==> config.mk <==
export PLATFORM = sky130hd
export DESIGN_NAME = uart_packet_forwarder
export DESIGN_NICKNAME = d
export VERILOG_FILES = /design/src/rtl/uart_packet_forwarder.sv
export SDC_FILE = /design/constraint.sdc
export NUM_CORES = 1
export LEC_CHECK = 0
export CORE_ASPECT_RATIO = 1.75
export CORE_MARGIN = 3
export CORE_UTILIZATION = 30
export CTS_CLUSTER_SIZE = 10
export DETAILED_ROUTE_END_ITERATION = 6
export PLACE_DENSITY = 0.64
export RECOVER_POWER = 25
export SYNTH_ARGS = -nofsm -noshare
export SYNTH_HDL_FRONTEND = slang
export SYNTH_SLANG_ARGS = --single-unit
==> constraint.sdc <==
create_clock -name clk -period 5.34 [get_ports clk]
set_clock_uncertainty 0.1 [all_clocks]
set_input_delay 1.068 -clock clk [delete_from_list [all_inputs] [get_ports clk]]
set_output_delay 1.068 -clock clk [all_outputs]
set_load 0.02 [all_outputs]
==> src/rtl/uart_packet_forwarder.sv <==
// rtl/uart_packet_forwarder.sv - serialises one packet into uart_tx and optionally awaits a response
// Optional response timeout/resend is compiled in when UART_PKT_FWD_TIMEOUT_EN is defined.
module uart_packet_forwarder #(
    parameter int PKT_BYTES   = 18,
    parameter int MSB_FIRST   = 0,
    parameter int TIMEOUT     = 4000000,
    parameter int MAX_RETRIES = 2,
    parameter int SYNC_STAGES = 2
) (
    input  logic                             clk,
    input  logic                             reset_n,
    input  logic [PKT_BYTES*8-1:0]           pkt_data,
    input  logic                             pkt_valid,
    input  logic                             expect_rsp,
    output logic                             pkt_ready,
    output logic [7:0]                       tx_data,
    output logic                             tx_load,
    output logic                             tx_start,
    input  logic                             tx_done,
    input  logic                             rsp_done,
    input  logic                             rsp_error,
    output logic                             soft_reset,
    output logic                             busy,
    output logic                             done,
    output logic                             error,
    output logic [1:0]                       err_code,
    output logic [$clog2(MAX_RETRIES+2)-1:0] attempt
);
    localparam int IDX_W = (PKT_BYTES > 1) ? $clog2(PKT_BYTES) : 1;
    localparam int ATT_W = $clog2(MAX_RETRIES + 2);
    localparam logic [IDX_W-1:0] LAST_IDX = IDX_W'(PKT_BYTES - 1);

    typedef enum logic [2:0] {
        S_IDLE, S_LOAD, S_START, S_WAIT_IDLE, S_RSP_WAIT, S_FINISH_OK, S_FINISH_ERR
    } state_t;

    state_t                   state_q, state_d;
    logic [PKT_BYTES*8-1:0]   pkt_q, pkt_d;
    logic                     exp_q, exp_d;
    logic [IDX_W-1:0]         idx_q, idx_d;
    logic [ATT_W-1:0]         att_q, att_d;
    logic [1:0]               err_q, err_d;
    logic [SYNC_STAGES-1:0]   sync_q;
    logic                     tx_done_s;
    logic                     timeout_hit;
    logic                     retry_ok;
    logic [IDX_W-1:0]         byte_sel;

    assign tx_done_s = sync_q[SYNC_STAGES-1];
    assign byte_sel  = (MSB_FIRST != 0) ? (LAST_IDX - idx_q) : idx_q;
    assign tx_data   = pkt_q[8*byte_sel +: 8];
    assign err_code  = err_q;
    assign attempt   = att_q;

`ifdef UART_PKT_FWD_TIMEOUT_EN
    localparam int CNT_W = $clog2(TIMEOUT + 1);
    logic [CNT_W-1:0] cnt_q, cnt_d;

    assign timeout_hit = (state_q == S_RSP_WAIT) && (cnt_q == CNT_W'(TIMEOUT - 1));
    assign retry_ok    = (att_q <= ATT_W'(MAX_RETRIES));

    always_ff @(posedge clk or negedge reset_n) begin
        if (!reset_n) cnt_q <= '0;
        else          cnt_q <= cnt_d;
    end
`else
    assign timeout_hit = 1'b0;
    assign retry_ok    = 1'b0;
`endif

    // tx_done lives in the baud clock domain; only the synchronised copy is used
    always_ff @(posedge clk or negedge reset_n) begin
        if (!reset_n) sync_q <= '0;
        else          sync_q <= {sync_q[SYNC_STAGES-2:0], tx_done};
    end

    always_ff @(posedge clk or negedge reset_n) begin
        if (!reset_n) begin
            state_q <= S_IDLE;
            pkt_q   <= '0;
            exp_q   <= 1'b0;
            idx_q   <= '0;
            att_q   <= '0;
            err_q   <= 2'd0;
        end else begin
            state_q <= state_d;
            pkt_q   <= pkt_d;
            exp_q   <= exp_d;
            idx_q   <= idx_d;
            att_q   <= att_d;
            err_q   <= err_d;
        end
    end

    always_comb begin
        state_d = state_q;
        pkt_d   = pkt_q;
        exp_d   = exp_q;
        idx_d   = idx_q;
        att_d   = att_q;
        err_d   = err_q;
`ifdef UART_PKT_FWD_TIMEOUT_EN
        cnt_d   = cnt_q;
`endif
        case (state_q)
            S_IDLE: if (pkt_valid) begin
                pkt_d   = pkt_data;
                exp_d   = expect_rsp;
                idx_d   = '0;
                att_d   = ATT_W'(1);
                err_d   = 2'd0;
                state_d = S_LOAD;
            end
            S_LOAD:  if (tx_done_s)  state_d = S_START;
            S_START: if (!tx_done_s) state_d = S_WAIT_IDLE;
            S_WAIT_IDLE: if (tx_done_s) begin
                if (idx_q == LAST_IDX) begin
                    state_d = exp_q ? S_RSP_WAIT : S_FINISH_OK;
`ifdef UART_PKT_FWD_TIMEOUT_EN
                    cnt_d   = '0;
`endif
                end else begin
                    idx_d   = idx_q + 1'b1;
                    state_d = S_LOAD;
                end
            end
            S_RSP_WAIT: begin
`ifdef UART_PKT_FWD_TIMEOUT_EN
                cnt_d = cnt_q + 1'b1;
`endif
                if (rsp_error) begin
                    err_d   = 2'd1;
                    state_d = S_FINISH_ERR;
                end else if (rsp_done) begin
                    state_d = S_FINISH_OK;
                end else if (timeout_hit) begin
                    if (retry_ok) begin
                        att_d   = att_q + 1'b1;
                        idx_d   = '0;
                        state_d = S_LOAD;
                    end else begin
                        err_d   = 2'd2;
                        state_d = S_FINISH_ERR;
                    end
                end
            end
            S_FINISH_OK, S_FINISH_ERR: state_d = S_IDLE;
            default: state_d = S_IDLE;
        endcase
    end

    always_comb begin
        pkt_ready  = (state_q == S_IDLE);
        busy       = (state_q != S_IDLE);
        tx_load    = (state_q == S_LOAD) && tx_done_s;
        tx_start   = (state_q == S_START);
        done       = (state_q == S_FINISH_OK);
        error      = (state_q == S_FINISH_ERR);
        // a resend also clears the receive side before the packet goes out again
        soft_reset = done || error ||
                     (timeout_hit && retry_ok && !rsp_error && !rsp_done);
    end
endmodule

==> summary.md, run 1 <==
| Metric | Value |
|---|---|
| Initial Util | a little under a third |
| Reg-to-Reg End | state_q[0] |
| Finished Core Util | 40.0% |
| Critical path class | register to output pin |
| Post-synth EDFFs | 0 |
| Crit path launch | byte_sel[0] |
| Clk_lat worst skew | 430 ps |
| R2r setup slk | 2760 ps |
| Setup ws final | roughly 740 ps |
| First-pass GRT wire length | 31,200 um |
| Final Setup Violations | 0 |
| Fin cells | 1,003 |
| Synth async-reset ratio | 100% |
| Type of origin of the critical path | register |
| Synth top area cells | dfrtp_1 (51%), mux2_4 (19%), mux2_2 (10%), mux2i_1 (2.4%), buf_6 (2.0%) |
| Die Area | 27,900 um2 |
| Reg2Reg Depth | 5 |
| Total routed wirelength | 21,200 um |
| R2R Path Start | byte_sel[0] |
| Residual DRC | 0 |
| WL per Instance | 21.1 um |
| Sequential area share after synthesis | 50.6% |
| DR vias | 4,779 |
| Cell taking the most area after synthesis | dfrtp_1 |
| Fmax | 217 MHz |
| Final hold slack | 249 ps |
| Final min period | 4600 ps |
| Fin nets | 826 |
| HPWL Detailed | 15,700 um |
| Pre-CTS worst setup slack | 1090 ps |
| Hold worst-path end | sync_q[1] |
| Post_cts resized | 0 |
| Cts hold-fix bufs | 0 |
| CTS Buf Count | 17 |
| Synthesized cell area | roughly 7800 um2 |
| Leakage power | about 0.0045 uW |
| Critical path fanouts, max | 27 |
| Root Driver | clkbuf_16 |
| Largest net degree at the start of global routing | 105 |
| Clk buf depth | 2 |
| Via density | around 4.8 |
| Placed Instances | 970 |
| Sink Count | roughly 160 |
| Final RePlAce weighted congestion | 0.765 |
| Peak supply drop | 0.253 mV |
| Worst path bufs/invs | 1 |
| Clk pin slew, worst setup/hold paths | 60 ps |
| Largest delay share family, worst path | flip-flops |
| Detailed Route Iter0 Violations | 313 |
| Ys flop type | dfrtp_1 |
| Post-Syn Instances | 521 |
| RSZ-0062 raised after global routing | no |
| Ratio of cells with drive above 1 in the final layout | 31.6% |
| Status | finished, violations left |
| Slew Viols, Final | 89 |
| Cell area power density | 582 nW/um2 |
| Area Overhead vs Synth | 30.5% |
| Fin crit share | a little under nine tenths |
| Count of cell types in the netlist | 46 |
| Yosys warnings | 0 |
| CP max stage delay | 1060 ps |
| Chip height | 219 um |
| Initial antenna violation count | 3 |
| Hold wc startpoint | sync_q[0] |
| Pre-antenna DRT Iters | 4 |
| Hold Violations, Final | 0 |
| Ports | 170 |
| Share of the synthesized area in the top cell type | about half |
| DRT antenna net count | 0 |
| Setup_tns | 0 ps |
| Rows | 77 |
| # H-tree levels | 4 |
| Worst path slowest cell | dfrtp_1 |
| Setup Fix Bufs, Post-CTS | 0 |
| Syn Area/Cell | roughly 15 um2 |
| Die X | 128 um |
| Relative slew slack | -49.5% |
| CP arrival | 3430 ps |
| Seq cells post-synth | approximately 160 |
| CTS tree | yes |
| WHS Path Cells | 0 |
| Overall routing resource usage | 15.3% |
| Core area | 25,300 um2 |
| Gr ovfl total | 0 |
| Worst slew pin tran | 2240 ps |
| Port Buf Inserts | 167 |
| CP required | around 4200 ps |
| CP Cell Sequence | mux4_2, a221oi_1, o31ai_1, clkdlybuf4s50_1 |
| Vias in the first global route | 5,070 |
| Violated checks | max-capacitance violations, max-slew violations |
| Maxcap violations | 1 |
| Hold Path Class | register to register |
| Crit. End Element | output pin |
[layout by cell type (no fill, tap or decap), drive strengths merged, types with 2 or more instances in the layout]
cell             n
mux2           177
clkdlybuf4s50  165
dfrtp          157
clkbuf          22
mux2i           19
o22ai           16
o21ai           11
a211oi           9
nor2             9
nand2            9
nor2b            8
a221oi           8
o31ai            8
mux4             8
inv              7
clkinvlp         6
nor3             6
a21oi            5
nand2b           4
diode            3
nand3            3
buf              3
or2              2
ha               2
conb             2
[flip-flops by register name (all words and copies together), names as in the netlist]
name	count
pkt_q	144
byte_sel	5
state_q	3
sync_q	2
attempt	1
err_code	1
exp_q	1
[metal layers]
| metal | wire length, um | global-route usage, % | vias up |
|---|---|---|---|
| li1 | - | - | 2208 |
| met1 | 7870 | 17.0 | 2391 |
| met2 | 11400 | 26.6 | 137 |
| met3 | 656 | 2.73 | 43 |
| met4 | 1220 | 9.84 | 0 |
| met5 | 0 | 0 | - |
[area by class of cell]
class                   instances  area [um2]
diodes                          3        7.51
clock buffers                  21         460
clock inverters                 9        88.8
fillers                      2390       15200
inverters                       6        22.5
multi-input cells             321        3520
flip-flops and latches        157        3930
well taps                     316         395
repair buffers                170        1700
[worst max path at each step]
stage	slack (ps)	to	depth (start not counted)
2_1_floorplan	2540	tx_data[0]	6
3_3_place_gp	1150	tx_data[6]	4
3_5_place_dp	1090	tx_data[6]	4
4_1_cts	620	tx_data[6]	4
5_1_grt	570	tx_data[6]	4
6_report	740	tx_data[7]	4
[worst reg2reg max path, delay by kind of cell (launching register included)]
kind            cells  cell delay [ps]
compound gates      3              490
fa+ha+maj           1              270
flops               1             1060
simple gates        1              540
[power by group]
part	internal (uW)	switching [uW]
logic	1510	875
registers	1780	580
clock network	660	485
[cell families (layout without fill, tap and decap cells)]
group,Yosys count,in the layout,synth area share [%]
buffers and inverters,44,206,4.25
AND/OR/NAND/NOR,51,51,3.98
adder cells (fa/ha/maj),2,2,0.322
multiplexers,204,204,35.4
flip-flops,157,157,50.6
AO/OA/AOI/OAI,60,60,5.19
other,1,5,0.0483
XOR/XNOR,2,2,0.226
[Yosys cell counts, drive strengths merged (2+ instances only)]
cell type / count
mux2: 177
dfrtp: 157
buf: 32
mux2i: 19
o22ai: 16
o21ai: 11
a211oi: 9
nand2: 9
nor2: 9
a221oi: 8
mux4: 8
nor2b: 8
o31ai: 8
clkbuf: 6
inv: 6
nor3: 6
a21oi: 5
nand2b: 4
nand3: 3
ha: 2
or2: 2
[metrics by stage]
stage,area (um2),power (uW)
5_1_grt,10100,6210
3_3_place_gp,9580,4740
6_report,10100,5890
4_1_cts,10100,5950
2_1_floorplan,7770,3980
3_5_place_dp,9580,4770
No activity file was read; power rests on OpenSTA's default activity.
==> inputs of run 2 (changes only) <==
--- a/config.mk
+++ b/config.mk
@@ -5,12 +5,14 @@
 export SDC_FILE = /design/constraint.sdc
 export NUM_CORES = 1
 export LEC_CHECK = 0
+export CELL_PAD_IN_SITES_DETAIL_PLACEMENT = 1
+export CELL_PAD_IN_SITES_GLOBAL_PLACEMENT = 1
 export CORE_ASPECT_RATIO = 1.75
 export CORE_MARGIN = 3
 export CORE_UTILIZATION = 30
 export CTS_CLUSTER_SIZE = 10
 export DETAILED_ROUTE_END_ITERATION = 6
-export PLACE_DENSITY = 0.64
+export PLACE_DENSITY = 0.73
 export RECOVER_POWER = 25
 export SYNTH_ARGS = -nofsm -noshare
 export SYNTH_HDL_FRONTEND = slang
==> run 2 against run 1 <==
Via count increased by 3.3%. Count of clock-buffer cells in the layout decreased by 3. Cell area increased by 0.89%. Utilization increased by 0.36 points. The flow still finishes with violations (max-capacitance violations, max-slew violations). Sequential power decreased by 3%. Total power increased by 3.1%. Non-clock buffer count increased by 3. Critical endpoint is now tx_data[2]. Clock power increased by 15%.
==> summary.md, run 2 (same netlist as run 1, synthesis figures left out) <==
| Metric | Value |
|---|---|
| Largest net degree at the start of global routing | 106 (+0.95%) |
| Cell Int Power | 4090 uW (+3.5%) |
| Area Overhead vs Synth | 31.7% |
| Clk buf depth | 2 (unchanged) |
| RSZ-0062 raised after global routing | no |
| Die X | 128 um (unchanged) |
| Peak supply drop | 0.386 mV (+52%) |
| Final Setup Violations | 0 (unchanged) |
| Net Sw Power | 1980 uW (+2.2%) |
| Root Driver | clkbuf_16 |
| Switching share of power | 32.7% (-0.27 points) |
| Final min period | 4570 ps (-32.9 ps) |
| Clock Power Share | 21.7% (+2.3 points) |
| Finished Core Util | 40.3% (+0.36 points) |
| First-pass GRT wire length | 33,300 um (+6.7%) |
| Sink Count | 157 (unchanged) |
| Maxcap violations | 1 (unchanged) |
| Commonest non-fill, non-tap cell in the layout | clkdlybuf4s50_1 |
| Setup_tns | 0 ps (unchanged) |
| Critical path class | register to output pin |
| Final RePlAce weighted congestion | 0.777 (+1.6%) |
| Violated checks | max-capacitance violations, max-slew violations |
| CTS tree | yes |
| Via density | 4.90 (+2.9%) |
| CP required | 4170 ps (about the same) |
| # H-tree levels | 4 (unchanged) |
| Fillers | 2,615 (+9.4%) |
| Rows | 77 (unchanged) |
| Clk pin slew, worst setup/hold paths | 70 ps (about the same) |
| Hold wc startpoint | sync_q[0] |
| Pre-antenna DRT Iters | 4 (unchanged) |
| DRT antenna net count | 0 (unchanged) |
| Setup Fix Bufs, Post-CTS | 0 (unchanged) |
| Crit path launch | byte_sel[1] |
| Total routed wirelength | 22,300 um (+5.4%) |
| Residual DRC | 0 (unchanged) |
| Area taken by flip-flops and latches | 3930 um2 (unchanged) |
| Status | finished, violations left |
| Core area | 25,300 um2 (unchanged) |
| Slew Viols, Final | 106 (+19%) |
| Port Buf Inserts | 167 (unchanged) |
| Fin crit share | 85.5% (-0.62 points) |
| Worst slew pin tran | 2680 ps (+436 ps) |
| Max FFs per register | 144 (unchanged) |
| Multi-input gate area | 3520 um2 (unchanged) |
| Seq pwr share | 37.7% (-2.3 points) |
| Chip height | 219 um (unchanged) |
| Post_cts resized | 0 (unchanged) |
| Hold Path Class | register to register |
| Cts hold-fix bufs | 0 (unchanged) |
| Initial antenna violation count | 2 (-1) |
| Clk_lat worst skew | 430 ps (about the same) |
| R2R Path Start | state_q[1] |
| Fin nets | 829 (+0.36%) |
| Ratio of cells with drive above 1 in the final layout | 32.4% (+0.79 points) |
| DR vias | 4,936 (+3.3%) |
| Hold Violations, Final | 0 (unchanged) |
| Critical path fanouts, max | 69 (+160%) |
| Fmax | 219 MHz (+0.72%) |
| Initial Util | 30.6% (unchanged) |
| Type of origin of the critical path | register |
| Setup ws final | 773 ps (+32.9 ps) |
| HPWL Detailed | 16,400 um (+4.1%) |
| Relative slew slack | -78.5% (-29 points) |
| WL per Instance | 22.2 um (+5.0%) |
| CP arrival | 3400 ps (-30 ps) |
| CTS Buf Count | 17 (unchanged) |
| Cell area power density | 594 nW/um2 (+2.2%) |
| Ports | 170 (unchanged) |
| Leakage power | 0.00454 uW (+1.3%) |
| Logic pwr share | 40.6% (about the same) |
| Gr ovfl total | 0 (unchanged) |
| Vias in the first global route | 5,462 (+7.7%) |
| Die Area | 27,900 um2 (unchanged) |
| Overall routing resource usage | 16.1% (+0.82 points) |
| Crit. End Element | output pin |
| Detailed Route Iter0 Violations | 158 (-50%) |
| Largest register by flop count | pkt_q |
| Pre-CTS worst setup slack | 1270 ps (+182 ps) |
| Commonest cells after routing, fill and taps aside | clkdlybuf4s50_1 (165), dfrtp_1 (156), mux2_4 (100) |
==> run 2: cell count changes in the layout (fill, tap and decap cells not counted), moves of 2 or more <==
cell        before  now
buf_4            2    6
bufinv_16        1    4
clkinv_4         0    3
clkinvlp_4       6    3
clkbuf_1         2    0
clkinv_2         1    3
==> run 2: cell type report <==
class / instances / share of cell area, %
Antenna cell: 2 / 0.0490
Clock buffer: 18 / 4.30
Clock inverter: 14 / 1.89
Inverter: 6 / 0.220
Multi-Input combinational cell: 321 / 34.5
Sequential cell: 157 / 38.5
Tap cell: 316 / 3.87
Timing Repair Buffer: 173 / 16.7
==> run 2: through the flow <==
step | power (uW) | instances | hold WS, ps | instance area (um2)
3_3_place_gp | 4710 | 973 | 239 | 9590
5_1_grt | 6390 | 1007 | 282 | 10200
3_5_place_dp | 4770 | 973 | 248 | 9590
6_report | 6070 | 1007 | 252 | 10200
2_1_floorplan | 3980 | 522 | 231 | 7770
4_1_cts | 6130 | 1005 | 254 | 10200
==> run 2: worst paths after layout <==
check,to,slack [ps],depth (start not counted)
setup / recovery,tx_data[2],770,4
hold / removal,sync_q[1],250,0
setup reg to reg,pkt_q[92],2740,4
hold reg to reg,sync_q[1],250,0
max in group asynchronous,byte_sel[1],1850,1
min in group asynchronous,pkt_q[47],1370,1
==> run 2: power by group through the flow <==
stage / sequential (uW) / clock (uW) / combinational (uW)
after floorplan: 2000 / 0 / 1980
after global placement: 2280 / 0 / 2420
after detailed placement: 2300 / 0 / 2470
after CTS: 2280 / 1350 / 2500
after global routing: 2360 / 1390 / 2640
final: 2290 / 1320 / 2470
==> run 2: worst max-delay path, cell delays in order (launching register included) <==
cell and delay (ps):
dfrtp_4 1030, mux4_2 420, a221oi_1 640, o31ai_1 240, clkdlybuf4s50_1 600
==> run 2: layer usage <==
layer	vias up	routed length [um]	GRT usage, %
li1	2221	-	-
met1	2557	8150	17.4
met2	124	12500	29.5
met3	34	758	3.00
met4	0	969	8.32
met5	-	0	0
==> inputs of run 3 (changes only) <==
--- a/config.mk
+++ b/config.mk
@@ -13,7 +13,7 @@
 export CTS_CLUSTER_SIZE = 10
 export DETAILED_ROUTE_END_ITERATION = 6
 export PLACE_DENSITY = 0.73
-export RECOVER_POWER = 25
+export RECOVER_POWER = 100
 export SYNTH_ARGS = -nofsm -noshare
 export SYNTH_HDL_FRONTEND = slang
 export SYNTH_SLANG_ARGS = --single-unit
==> run 3 against run 2 <==
The flow still finishes with violations (max-capacitance violations, max-slew violations). Register-to-register slack got worse by 1500 ps. First-iteration DRC count decreased by 2.5%. Combinational power decreased by 17%. Flip-flop and latch count stayed put. Routed wire length shrank 1.5%. Die area unchanged. Total power is 7.1% lower. Fmax fell by 0.86%. Via count down 0.47%. Non-clock buffer count is the same. Largest cell class unchanged.
==> summary.md, run 3 (same netlist as run 1, synthesis figures left out) <==
| Metric | Value |
|---|---|
| Fmax | 217 MHz (-0.86%) |
| Hold Violations, Final | 0 (unchanged) |
| Leakage power | 0.00407 uW (-10%) |
| Die X | 128 um (unchanged) |
| Final min period | 4610 ps (+39.7 ps) |
| Critical path class | register to output pin |
| Largest net degree at the start of global routing | 106 (unchanged) |
| Violated checks | max-capacitance violations, max-slew violations |
| Placed Instances | 973 (unchanged) |
| DRT antenna net count | 0 (unchanged) |
| Worst path slowest cell | dfrtp_4 |
| RSZ-0062 raised after global routing | no |
| Critical path fanouts, max | 69 (unchanged) |
| # H-tree levels | 4 (unchanged) |
| Clk_lat worst skew | 430 ps (about the same) |
| CTS tree | yes |
| Worst slew pin tran | 2700 ps (+22.5 ps) |
| Root Driver | clkbuf_16 |
| CP arrival | 3440 ps (+40 ps) |
| Slew Viols, Final | 198 (+87%) |
| Fillers | 2,685 (+2.7%) |
| Relative slew slack | -80.0% (-1.5 points) |
| Largest register by flop count | pkt_q |
| HPWL Detailed | 16,400 um (unchanged) |
| DR vias | 4,913 (-0.47%) |
| Chip height | 219 um (unchanged) |
| Ports | 170 (unchanged) |
| Clk pin slew, worst setup/hold paths | 70 ps (about the same) |
| Via density | 4.88 (-0.47%) |
| Crit. End Element | output pin |
| Gr ovfl total | 0 (unchanged) |
| CP Cell Sequence | mux4_2, a221oi_1, o31ai_1, dlygate4sd3_1 |
| Commonest cells after routing, fill and taps aside | dfrtp_1 (156), clkdlybuf4s50_1 (147), mux2_1 (102) |
| Type of origin of the critical path | register |
| Die Area | 27,900 um2 (unchanged) |
| First-pass GRT wire length | 33,300 um (unchanged) |
| Worst path bufs/invs | 1 (unchanged) |
| CP required | 4170 ps (about the same) |
| Status | finished, violations left |
| Cell area power density | 574 nW/um2 (-3.4%) |
| Clk buf depth | 2 (unchanged) |
| Vias in the first global route | 5,462 (unchanged) |
| Detailed Route Iter0 Violations | 154 (-2.5%) |
| Pre-CTS worst setup slack | 1270 ps (unchanged) |
| Final RePlAce weighted congestion | 0.777 (unchanged) |
| Commonest non-fill, non-tap cell in the layout | dfrtp_1 |
| CTS Buf Count | 17 (unchanged) |
| Max FFs per register | 144 (unchanged) |
| Rows | 77 (unchanged) |
| CP max stage delay | 1040 ps (about the same) |
| Hold Path Class | register to register |
| Fin cells | 1,007 (unchanged) |
| Setup_tns | 0 ps (unchanged) |
| Ratio of cells with drive above 1 in the final layout | 17.9% (-15 points) |
| WL per Instance | 21.8 um (-1.5%) |
| Initial Util | 30.6% (unchanged) |
| Initial antenna violation count | 2 (unchanged) |
| Core area | 25,300 um2 (unchanged) |
| Overall routing resource usage | 16.1% (unchanged) |
| Cts hold-fix bufs | 0 (unchanged) |
| Post_cts resized | 0 (unchanged) |
| Residual DRC | 0 (unchanged) |
| Port Buf Inserts | 167 (unchanged) |
| Area Overhead vs Synth | 26.6% |
| Largest delay share family, worst path | flip-flops |
| Sink Count | 157 (unchanged) |
| Peak supply drop | 0.365 mV (-5.3%) |
| Maxcap violations | 2 (+1) |
| Total routed wirelength | 22,000 um (-1.5%) |
| Pre-antenna DRT Iters | 4 (unchanged) |
| Fin crit share | 86.3% (+0.74 points) |
| Setup Fix Bufs, Post-CTS | 0 (unchanged) |
| Final Setup Violations | 0 (unchanged) |
| Fin nets | 829 (unchanged) |
| Setup ws final | 733 ps (-39.7 ps) |
==> run 3: power breakdown <==
part           switching [uW]  leakage, uW  internal [uW]
logic                     911      0.00189           1150
clock network             517     0.000302            796
registers                 489      0.00188           1780
total                    1920      0.00407           3720
==> run 3: cell type report <==
cell class / instances / area, um2 / area share [%]
sequential: 157 / 3930 / 40.0
multi-input combinational: 321 / 3150 / 32.0
timing repair buffer: 173 / 1690 / 17.2
clock buffer: 18 / 439 / 4.47
tap: 316 / 395 / 4.02
clock inverter: 14 / 193 / 1.96
inverter: 6 / 22.5 / 0.229
antenna: 2 / 5.00 / 0.0509
==> run 3: stage by stage <==
stage | total power, uW | utilization (%) | hold WS (ps) | instance area, um2
final | 5640 | 38.8 | 251 | 9830
after floorplan | 3980 | - | 231 | 7770
after global placement | 4710 | 37.9 | 239 | 9590
after detailed placement | 4770 | 37.9 | 248 | 9590
after global routing | 5960 | 38.8 | 282 | 9830
after CTS | 6130 | 40.3 | 254 | 10200
==> run 3: path summary, 6_finish.rpt <==
check | startpoint | slack (ps) | endpoint | cells past startpoint
max in group asynchronous | reset_n | 1700 | pkt_q[18] | 2
worst max register to register | state_q[1] | 1280 | pkt_q[26] | 4
worst max-delay path | byte_sel[1] | 730 | tx_data[2] | 4
worst min register to register | sync_q[0] | 250 | sync_q[1] | 0
worst min-delay path | sync_q[0] | 250 | sync_q[1] | 0
min in group asynchronous | reset_n | 1360 | pkt_q[47] | 1
==> run 3: per-layer routing <==
metal	vias up	track usage, %	routed length (um)
met5	-	0	0
met4	0	8.32	1000
met3	38	3.00	684
met2	127	29.5	12400
met1	2525	17.4	7910
li1	2223	-	-
